File: config.mk
export PLATFORM = sky130hd
export DESIGN_NAME = conf_link_ctrl_flat
export DESIGN_NICKNAME = d
export VERILOG_FILES = /design/src/rtl/conf_link_ctrl_if.sv /design/src/rtl/conf_link_ctrl.sv /design/src/flat_wrapper.sv
export SDC_FILE = /design/constraint.sdc
export NUM_CORES = 1
export LEC_CHECK = 0
export ABC_CLOCK_PERIOD_IN_PS = 1500
export BUFFER_PORTS_ARGS = -buffer_cell sky130_fd_sc_hd__clkbuf_2
export CORE_UTILIZATION = 45
export CTS_CLUSTER_DIAMETER = 120
export DETAILED_ROUTE_END_ITERATION = 8
export PLACE_DENSITY = 0.77
export SKIP_LAST_GASP = 1
export SLEW_MARGIN = 20
export SYNTH_ARGS = -nofsm -noshare
export SYNTH_HDL_FRONTEND = slang
export SYNTH_SLANG_ARGS = --single-unit
File: constraint.sdc
create_clock -name clk -period 1.5 [get_ports clk]
set_input_delay 0.3 -clock clk [delete_from_list [all_inputs] [get_ports clk]]
set_output_delay 0.3 -clock clk [all_outputs]
set_load 0.01 [all_outputs]
File: src/rtl/conf_link_ctrl_if.sv
// Host-side bus between conf_link_ctrl, the RS232 UART and the 88-bit configuration register bank.
interface conf_link_ctrl_if;
  logic [7:0] rx_dw;
  logic       rx_valid;
  logic [7:0] txdw_regs;
  logic       tx_busy;
  logic [7:0] tx_dw;
  logic       tx_start;
  logic       shift_rxregs;
  logic       load_confregs;
  logic       load_txregs;
  logic       shift_txregs;
  logic       frame_err;

  // UART + register bank side
  modport master (
    output rx_dw, rx_valid, txdw_regs, tx_busy,
    input  tx_dw, tx_start, shift_rxregs, load_confregs, load_txregs, shift_txregs, frame_err
  );

  // Sequencer side
  modport slave (
    input  rx_dw, rx_valid, txdw_regs, tx_busy,
    output tx_dw, tx_start, shift_rxregs, load_confregs, load_txregs, shift_txregs, frame_err
  );
endinterface

File: src/rtl/conf_link_ctrl.sv
// Command sequencer between the RS232 UART and the configuration register bank.
// Optional write acknowledge is built in when CONF_LINK_ACK_EN is defined.
module conf_link_ctrl #(
  parameter int unsigned NBYTES         = 11,
  parameter int unsigned TIMEOUT_CYCLES = 50_000_000,
  parameter logic [7:0]  CMD_WR         = 8'h57,
  parameter logic [7:0]  CMD_RD         = 8'h52,
  parameter logic [7:0]  ACK_BYTE       = 8'h06
) (
  input logic            clk,
  input logic            rst_n,
  conf_link_ctrl_if.slave link
);

  localparam int unsigned CNT_W = 4;
  localparam int unsigned TMR_W = (TIMEOUT_CYCLES > 2) ? $clog2(TIMEOUT_CYCLES) : 1;
  localparam logic [CNT_W-1:0] CNT_LAST = CNT_W'(NBYTES - 1);
  localparam logic [CNT_W-1:0] CNT_MAX  = CNT_W'(NBYTES);
  // Fires one cycle early so frame_err appears exactly TIMEOUT_CYCLES after the last byte
  localparam logic [TMR_W-1:0] TMR_FIRE = TMR_W'(TIMEOUT_CYCLES - 2);

  typedef enum logic [2:0] {
    IDLE      = 3'd0,
    RX_DATA   = 3'd1,
    LOAD_CONF = 3'd2,
`ifdef CONF_LINK_ACK_EN
    ACK       = 3'd3,
`endif
    TX_LOAD   = 3'd4,
    TX_SEND   = 3'd5,
    TX_WAIT   = 3'd6
  } state_e;

  state_e           state_q, state_d;
  logic [CNT_W-1:0] cnt_q, cnt_d;
  logic [TMR_W-1:0] tmr_q, tmr_d;
  logic             busy_seen_q, busy_seen_d;
  logic [7:0]       tx_dw_q, tx_dw_d;
  logic             tx_start_q, tx_start_d;
  logic             shift_rx_q, shift_rx_d;
  logic             load_conf_q, load_conf_d;
  logic             load_tx_q, load_tx_d;
  logic             shift_tx_q, shift_tx_d;
  logic             frame_err_q, frame_err_d;

  // Next-state and registered-output logic
  always_comb begin
    state_d     = state_q;
    cnt_d       = cnt_q;
    tmr_d       = '0;
    busy_seen_d = busy_seen_q;
    tx_dw_d     = tx_dw_q;
    tx_start_d  = 1'b0;
    shift_rx_d  = 1'b0;
    load_conf_d = 1'b0;
    load_tx_d   = 1'b0;
    shift_tx_d  = 1'b0;
    frame_err_d = frame_err_q;

    unique case (state_q)
      IDLE: begin
        if (link.rx_valid) begin
          if (link.rx_dw == CMD_WR) begin
            state_d     = RX_DATA;
            cnt_d       = '0;
            frame_err_d = 1'b0;
          end else if (link.rx_dw == CMD_RD) begin
            state_d     = TX_LOAD;
            frame_err_d = 1'b0;
          end
        end
      end

      RX_DATA: begin
        if (link.rx_valid) begin
          shift_rx_d = 1'b1;
          cnt_d      = cnt_q + CNT_W'(1);
          if (cnt_q == CNT_LAST) begin
            state_d = LOAD_CONF;
          end
        end else if (tmr_q == TMR_FIRE) begin
          frame_err_d = 1'b1;
          state_d     = IDLE;
        end else begin
          tmr_d = tmr_q + TMR_W'(1);
        end
      end

      LOAD_CONF: begin
        load_conf_d = 1'b1;
`ifdef CONF_LINK_ACK_EN
        state_d     = ACK;
`else
        state_d     = IDLE;
`endif
      end

`ifdef CONF_LINK_ACK_EN
      ACK: begin
        if (!link.tx_busy) begin
          tx_dw_d    = ACK_BYTE;
          tx_start_d = 1'b1;
          state_d    = IDLE;
        end
      end
`endif

      TX_LOAD: begin
        load_tx_d = 1'b1;
        cnt_d     = '0;
        state_d   = TX_SEND;
      end

      // Hold off while a bank strobe is in flight so txdw_regs is current when latched
      TX_SEND: begin
        if (!link.tx_busy && !load_tx_q && !shift_tx_q) begin
          tx_dw_d     = link.txdw_regs;
          tx_start_d  = 1'b1;
          busy_seen_d = 1'b0;
          state_d     = TX_WAIT;
        end
      end

      TX_WAIT: begin
        if (link.tx_busy) begin
          busy_seen_d = 1'b1;
        end else if (busy_seen_q) begin
          busy_seen_d = 1'b0;
          shift_tx_d  = 1'b1;
          cnt_d       = cnt_q + CNT_W'(1);
          state_d     = (cnt_q == CNT_LAST) ? IDLE : TX_SEND;
        end
      end

      default: begin
        state_d = IDLE;
      end
    endcase
  end

  always_ff @(posedge clk) begin
    if (!rst_n) begin
      state_q     <= IDLE;
      cnt_q       <= '0;
      tmr_q       <= '0;
      busy_seen_q <= 1'b0;
      tx_dw_q     <= '0;
      tx_start_q  <= 1'b0;
      shift_rx_q  <= 1'b0;
      load_conf_q <= 1'b0;
      load_tx_q   <= 1'b0;
      shift_tx_q  <= 1'b0;
      frame_err_q <= 1'b0;
    end else begin
      state_q     <= state_d;
      cnt_q       <= cnt_d;
      tmr_q       <= tmr_d;
      busy_seen_q <= busy_seen_d;
      tx_dw_q     <= tx_dw_d;
      tx_start_q  <= tx_start_d;
      shift_rx_q  <= shift_rx_d;
      load_conf_q <= load_conf_d;
      load_tx_q   <= load_tx_d;
      shift_tx_q  <= shift_tx_d;
      frame_err_q <= frame_err_d;
    end
  end

  assign link.tx_dw         = tx_dw_q;
  assign link.tx_start      = tx_start_q;
  assign link.shift_rxregs  = shift_rx_q;
  assign link.load_confregs = load_conf_q;
  assign link.load_txregs   = load_tx_q;
  assign link.shift_txregs  = shift_tx_q;
  assign link.frame_err     = frame_err_q;

  // Bank strobes never overlap and the byte counter stays in range
  a_strobe_onehot : assert property (@(posedge clk) disable iff (!rst_n)
    $onehot0({shift_rx_q, load_conf_q, load_tx_q, shift_tx_q}));
  a_cnt_range : assert property (@(posedge clk) disable iff (!rst_n)
    cnt_q <= CNT_MAX);

endmodule
File: src/flat_wrapper.sv
// flat-port wrapper written by rule: the top's interface ports become plain ports
module conf_link_ctrl_flat 
#(
  parameter int unsigned NBYTES         = 11,
  parameter int unsigned TIMEOUT_CYCLES = 50_000_000,
  parameter logic [7:0]  CMD_WR         = 8'h57,
  parameter logic [7:0]  CMD_RD         = 8'h52,
  parameter logic [7:0]  ACK_BYTE       = 8'h06
)
  (clk, rst_n, link_rx_dw, link_rx_valid, link_txdw_regs, link_tx_busy, link_tx_dw, link_tx_start, link_shift_rxregs, link_load_confregs, link_load_txregs, link_shift_txregs, link_frame_err);
  conf_link_ctrl_if link_i ();
  input logic clk;
  input logic rst_n;
  input wire logic [$bits(link_i.rx_dw)-1:0] link_rx_dw;
  input wire logic [$bits(link_i.rx_valid)-1:0] link_rx_valid;
  input wire logic [$bits(link_i.txdw_regs)-1:0] link_txdw_regs;
  input wire logic [$bits(link_i.tx_busy)-1:0] link_tx_busy;
  output wire logic [$bits(link_i.tx_dw)-1:0] link_tx_dw;
  output wire logic [$bits(link_i.tx_start)-1:0] link_tx_start;
  output wire logic [$bits(link_i.shift_rxregs)-1:0] link_shift_rxregs;
  output wire logic [$bits(link_i.load_confregs)-1:0] link_load_confregs;
  output wire logic [$bits(link_i.load_txregs)-1:0] link_load_txregs;
  output wire logic [$bits(link_i.shift_txregs)-1:0] link_shift_txregs;
  output wire logic [$bits(link_i.frame_err)-1:0] link_frame_err;
  assign link_i.rx_dw = link_rx_dw;
  assign link_i.rx_valid = link_rx_valid;
  assign link_i.txdw_regs = link_txdw_regs;
  assign link_i.tx_busy = link_tx_busy;
  assign link_tx_dw = link_i.tx_dw;
  assign link_tx_start = link_i.tx_start;
  assign link_shift_rxregs = link_i.shift_rxregs;
  assign link_load_confregs = link_i.load_confregs;
  assign link_load_txregs = link_i.load_txregs;
  assign link_shift_txregs = link_i.shift_txregs;
  assign link_frame_err = link_i.frame_err;
  conf_link_ctrl #(.NBYTES(NBYTES), .TIMEOUT_CYCLES(TIMEOUT_CYCLES), .CMD_WR(CMD_WR), .CMD_RD(CMD_RD), .ACK_BYTE(ACK_BYTE)) u_core (.clk(clk), .rst_n(rst_n), .link(link_i));
endmodule
==> impl_results.md <==
* PwrDens at around 650 nW/um2
* Total Nets Final at 364
* I/O Pins at 34
* MaxCap Viol Count at 0
* Vias in the first global route at roughly 2100
* Unrepaired setup endpoints after global routing: yes
* Initial antenna violation count at 0
* Max Clock Freq at 608 MHz
* Post-place instance area at 2970 um2
* Worst path buffer plus inverter count at 2
* Initial core utilization at 46.6%
* R2R cell count at 8
* Cell taking the most area after synthesis: dfxtp_1
* Post-Synth Simple-Gate Area at roughly a third
* RR Startpoint: u_core.tmr_q[0]
* Crit Path Class: reg -> reg
* FF-to-FF setup slack at -0.14 ns
* Storage element area at 972 um2
* Hpwl dp at 3830 um
* Die Width at 74.7 um
* Startpoint Class: register
* Yosys Warn Count at 0
* Vias per inst at 5.12
* Most frequent cells in the layout: buf_4 (52), dfxtp_1 (43), clkbuf_2 (33)
* Crit. path cell count at 8
* Mapped Nets at 277
* Mapped Avg Cell Area at 9.40 um2
* Synth unique cells at 49
* Pwr Total at between 2 and 2.5 mW
* Remaining antenna violation count at 0
* Fillers at 434
* Hold_sp: link_txdw_regs[3]
* Hold path endpoint: u_core.link.tx_dw[3]
* DRC at 0
* Synth Instances at 253
* Period utilization at 110%
* Minimum clock period at 1.64 ns
* CTS tree: done
* Design area at 3250 um2
* Crit-path cells: inv_2 -> ha_4 -> nand4bb_1 -> nor4_4 -> a31oi_2 -> nand2_2 -> buf_12 -> nor2_1
* IO Port Bufs at 33
* RePlAce Congestion at between 0.8 and 0.9
* Max_slew headroom at 73.6%
* Most area-consuming cells after synthesis: dfxtp_1 (40%), xnor2_1 (7.7%), nor2_2 (5.0%), mux2i_1 (3.8%), nor2b_1 (3.4%)
* Die area at 5580 um2
* Cts bufs inserted at 5
* Site Rows at 26
* Core area at 5110 um2
* Top delay family on crit path: simple AND/OR/NAND/NOR gates
* CP arrival at 1.84 ns
* Pleak at approximately 1.3 nW
* WL/cell at roughly 13 um
* Fin. Hold Viols at 0
* Post-Route WL at 5410 um
* Clock Skews at 0.00808 ns
* Actual slew at the worst max-slew pin at 0.395 ns
* WP data required at 1.69 ns
* Congestion Overflow GR at 0
* Post-synthesis xor/xnor area fraction at 9.21%
* FF+latch count, synth at 48
* PnR worst setup slack at -0.144 ns
* Syn Std Cell Area at 2380 um2
* P&R area growth vs syn at 36.6%
* Crit-path slowest cell: dfxtp_2
* Status: finished with violations
* Hold Crit Depth at 3
* Setup violators final at 29
* First-pass GRT wire length at 8800 um
* Seq/Total Area, Yosys at roughly two fifths
* Synth Area in Adders at under 10%
* CP max stage delay at ~0.34 ns
* Post-synthesis mux area share at 3.79%
* Yosys top cell area share at 40.4%
* Via count at approximately 2100
* Hold Path Class: in -> reg
* Clock sink total at 48
* Bufs on Longest Clock Path at 2
* Largest net degree at the start of global routing at 25
* CTS Hold Bufs at 0
* Root Buffer: clkbuf_8
* Peak VDD IR at 0.351 mV
* First-pass DRT Iterations at 4
* All-Layer GR Usage at between 20 and 25%
* Largest family of logic cells by synthesized area: simple AND/OR/NAND/NOR gates
* CTS clock-pin slew for the worst setup and hold paths at 0.09 ns
* Worst-path maximum fanout at 10
* Diode count at 0
* Footprint of the multi-input gates at 1420 um2
* Initial drt markers at between 80 and 90
* Slew Viols, Final at 0
* Worst reg2reg endpoint: u_core.tmr_q[16]
* Clk_lat worst skew at 0.30 ns
* Die Y at 74.7 um
* Commonest non-fill, non-tap cell in the layout: buf_4
* Failing checks: negative setup slack
* Compound-Gate Fraction of Synth Area at 7.42%
* Htree depth at 2
* Setup crit end kind: register
* Layout cells sized above 1 at between 40% and 50%
[worst reg2reg max path: stages, from the launching register on]
cell	delay [ns]
dfxtp_2	0.34
inv_2	0.07
ha_4	0.13
nand4bb_1	0.15
nor4_4	0.28
a31oi_2	0.15
nand2_2	0.19
buf_12	0.18
nor2_1	0.06
[cell families after synthesis]
family | Yosys count
simple gates | 125
flops | 48
xor+xnor | 25
compound gates | 24
buf+inv | 18
mux | 9
fa+ha+maj | 4
[repair_timing]
action | CTS | global route
pin swaps | 7 | 6
cloned | 0 | 2
setup endpoints to repair | 31 | 32
resized for setup | 10 | 18
setup buffers | 0 | 5
[power breakdown]
part	switching [mW]	leakage [nW]	total [mW]	internal, mW
Combinational	0.0241	0.840	0.0553	0.0312
Sequential	0.000184	0.390	1.27	1.27
Clock	0.420	0.0510	0.788	0.368
[synthesized netlist by cell type (all sizes together)]
master   number
dfxtp        48
nor2         35
xnor2        21
nor2b        13
nand2        12
mux2i         9
nand3         9
and3          8
inv           8
nand4         8
nor3          8
nor4          8
buf           6
and4          5
nand3b        5
o21ai         5
a21oi         4
clkbuf        4
ha            4
xor2          4
and2          3
or3           3
a21boi        2
a21o          2
a31oi         2
and4bb        2
nand2b        2
nand4bb       2
nor4b         2
o21a          2
a221o         1
a22oi         1
o211a         1
o211ai        1
o311a         1
o31ai         1
o41ai         1
[final cells by class]
type	count	area share, %
clock buffers	6	2.54
well taps	70	2.70
flip-flops and latches	48	29.9
clock inverters	2	0.308
repair buffers	90	19.8
multi-input cells	187	43.8
inverters	8	0.924
[worst max path at each step]
stage / startpoint / endpoint / slack, ns
after floorplan: u_core.tmr_q[0] / u_core.tmr_q[25] / -0.06
after global placement: link_rx_dw[5] / u_core.cnt_q[1] / -0.10
after detailed placement: u_core.tmr_q[0] / u_core.tmr_q[16] / -0.15
after CTS: u_core.tmr_q[0] / u_core.tmr_q[16] / -0.11
after global routing: u_core.tmr_q[0] / u_core.tmr_q[19] / -0.20
final: u_core.tmr_q[0] / u_core.tmr_q[16] / -0.14
[layer usage]
metal	up-vias	track usage, %	part of all wire, %	wire length (um)
met5	-	0	0	0
met4	0	6.50	0.94	51
met3	5	4.02	3.5	187
met2	53	39.8	53	2840
met1	986	22.6	43	2330
li1	1059	-	-	-
[through the flow]
stage                     TNS, ns  std cells  hold WS, ns  setup WS, ns  utilization [%]
after floorplan             -1.01        253        0.407       -0.0569                -
after global placement      -1.93        396        0.434        -0.102             58.1
final                       -3.44        411        0.262        -0.144             63.6
after detailed placement    -3.39        396        0.438        -0.148             58.1
after global routing        -5.13        411        0.274        -0.204             63.6
after CTS                   -1.93        404        0.262        -0.111             60.9
[sequential cells by signal, indices dropped and copies added, names as in the netlist]
name / flops
u_core.busy_seen_q: 1
u_core.tmr_q: 26
u_core.link.load_confregs: 1
u_core.cnt_q: 4
u_core.link.frame_err: 1
u_core.link.shift_rxregs: 1
u_core.state_q: 3
u_core.link.shift_txregs: 1
u_core.link.tx_start: 1
u_core.link.tx_dw: 8
u_core.link.load_txregs: 1
Note: power is estimated with default switching activity, not from simulation.
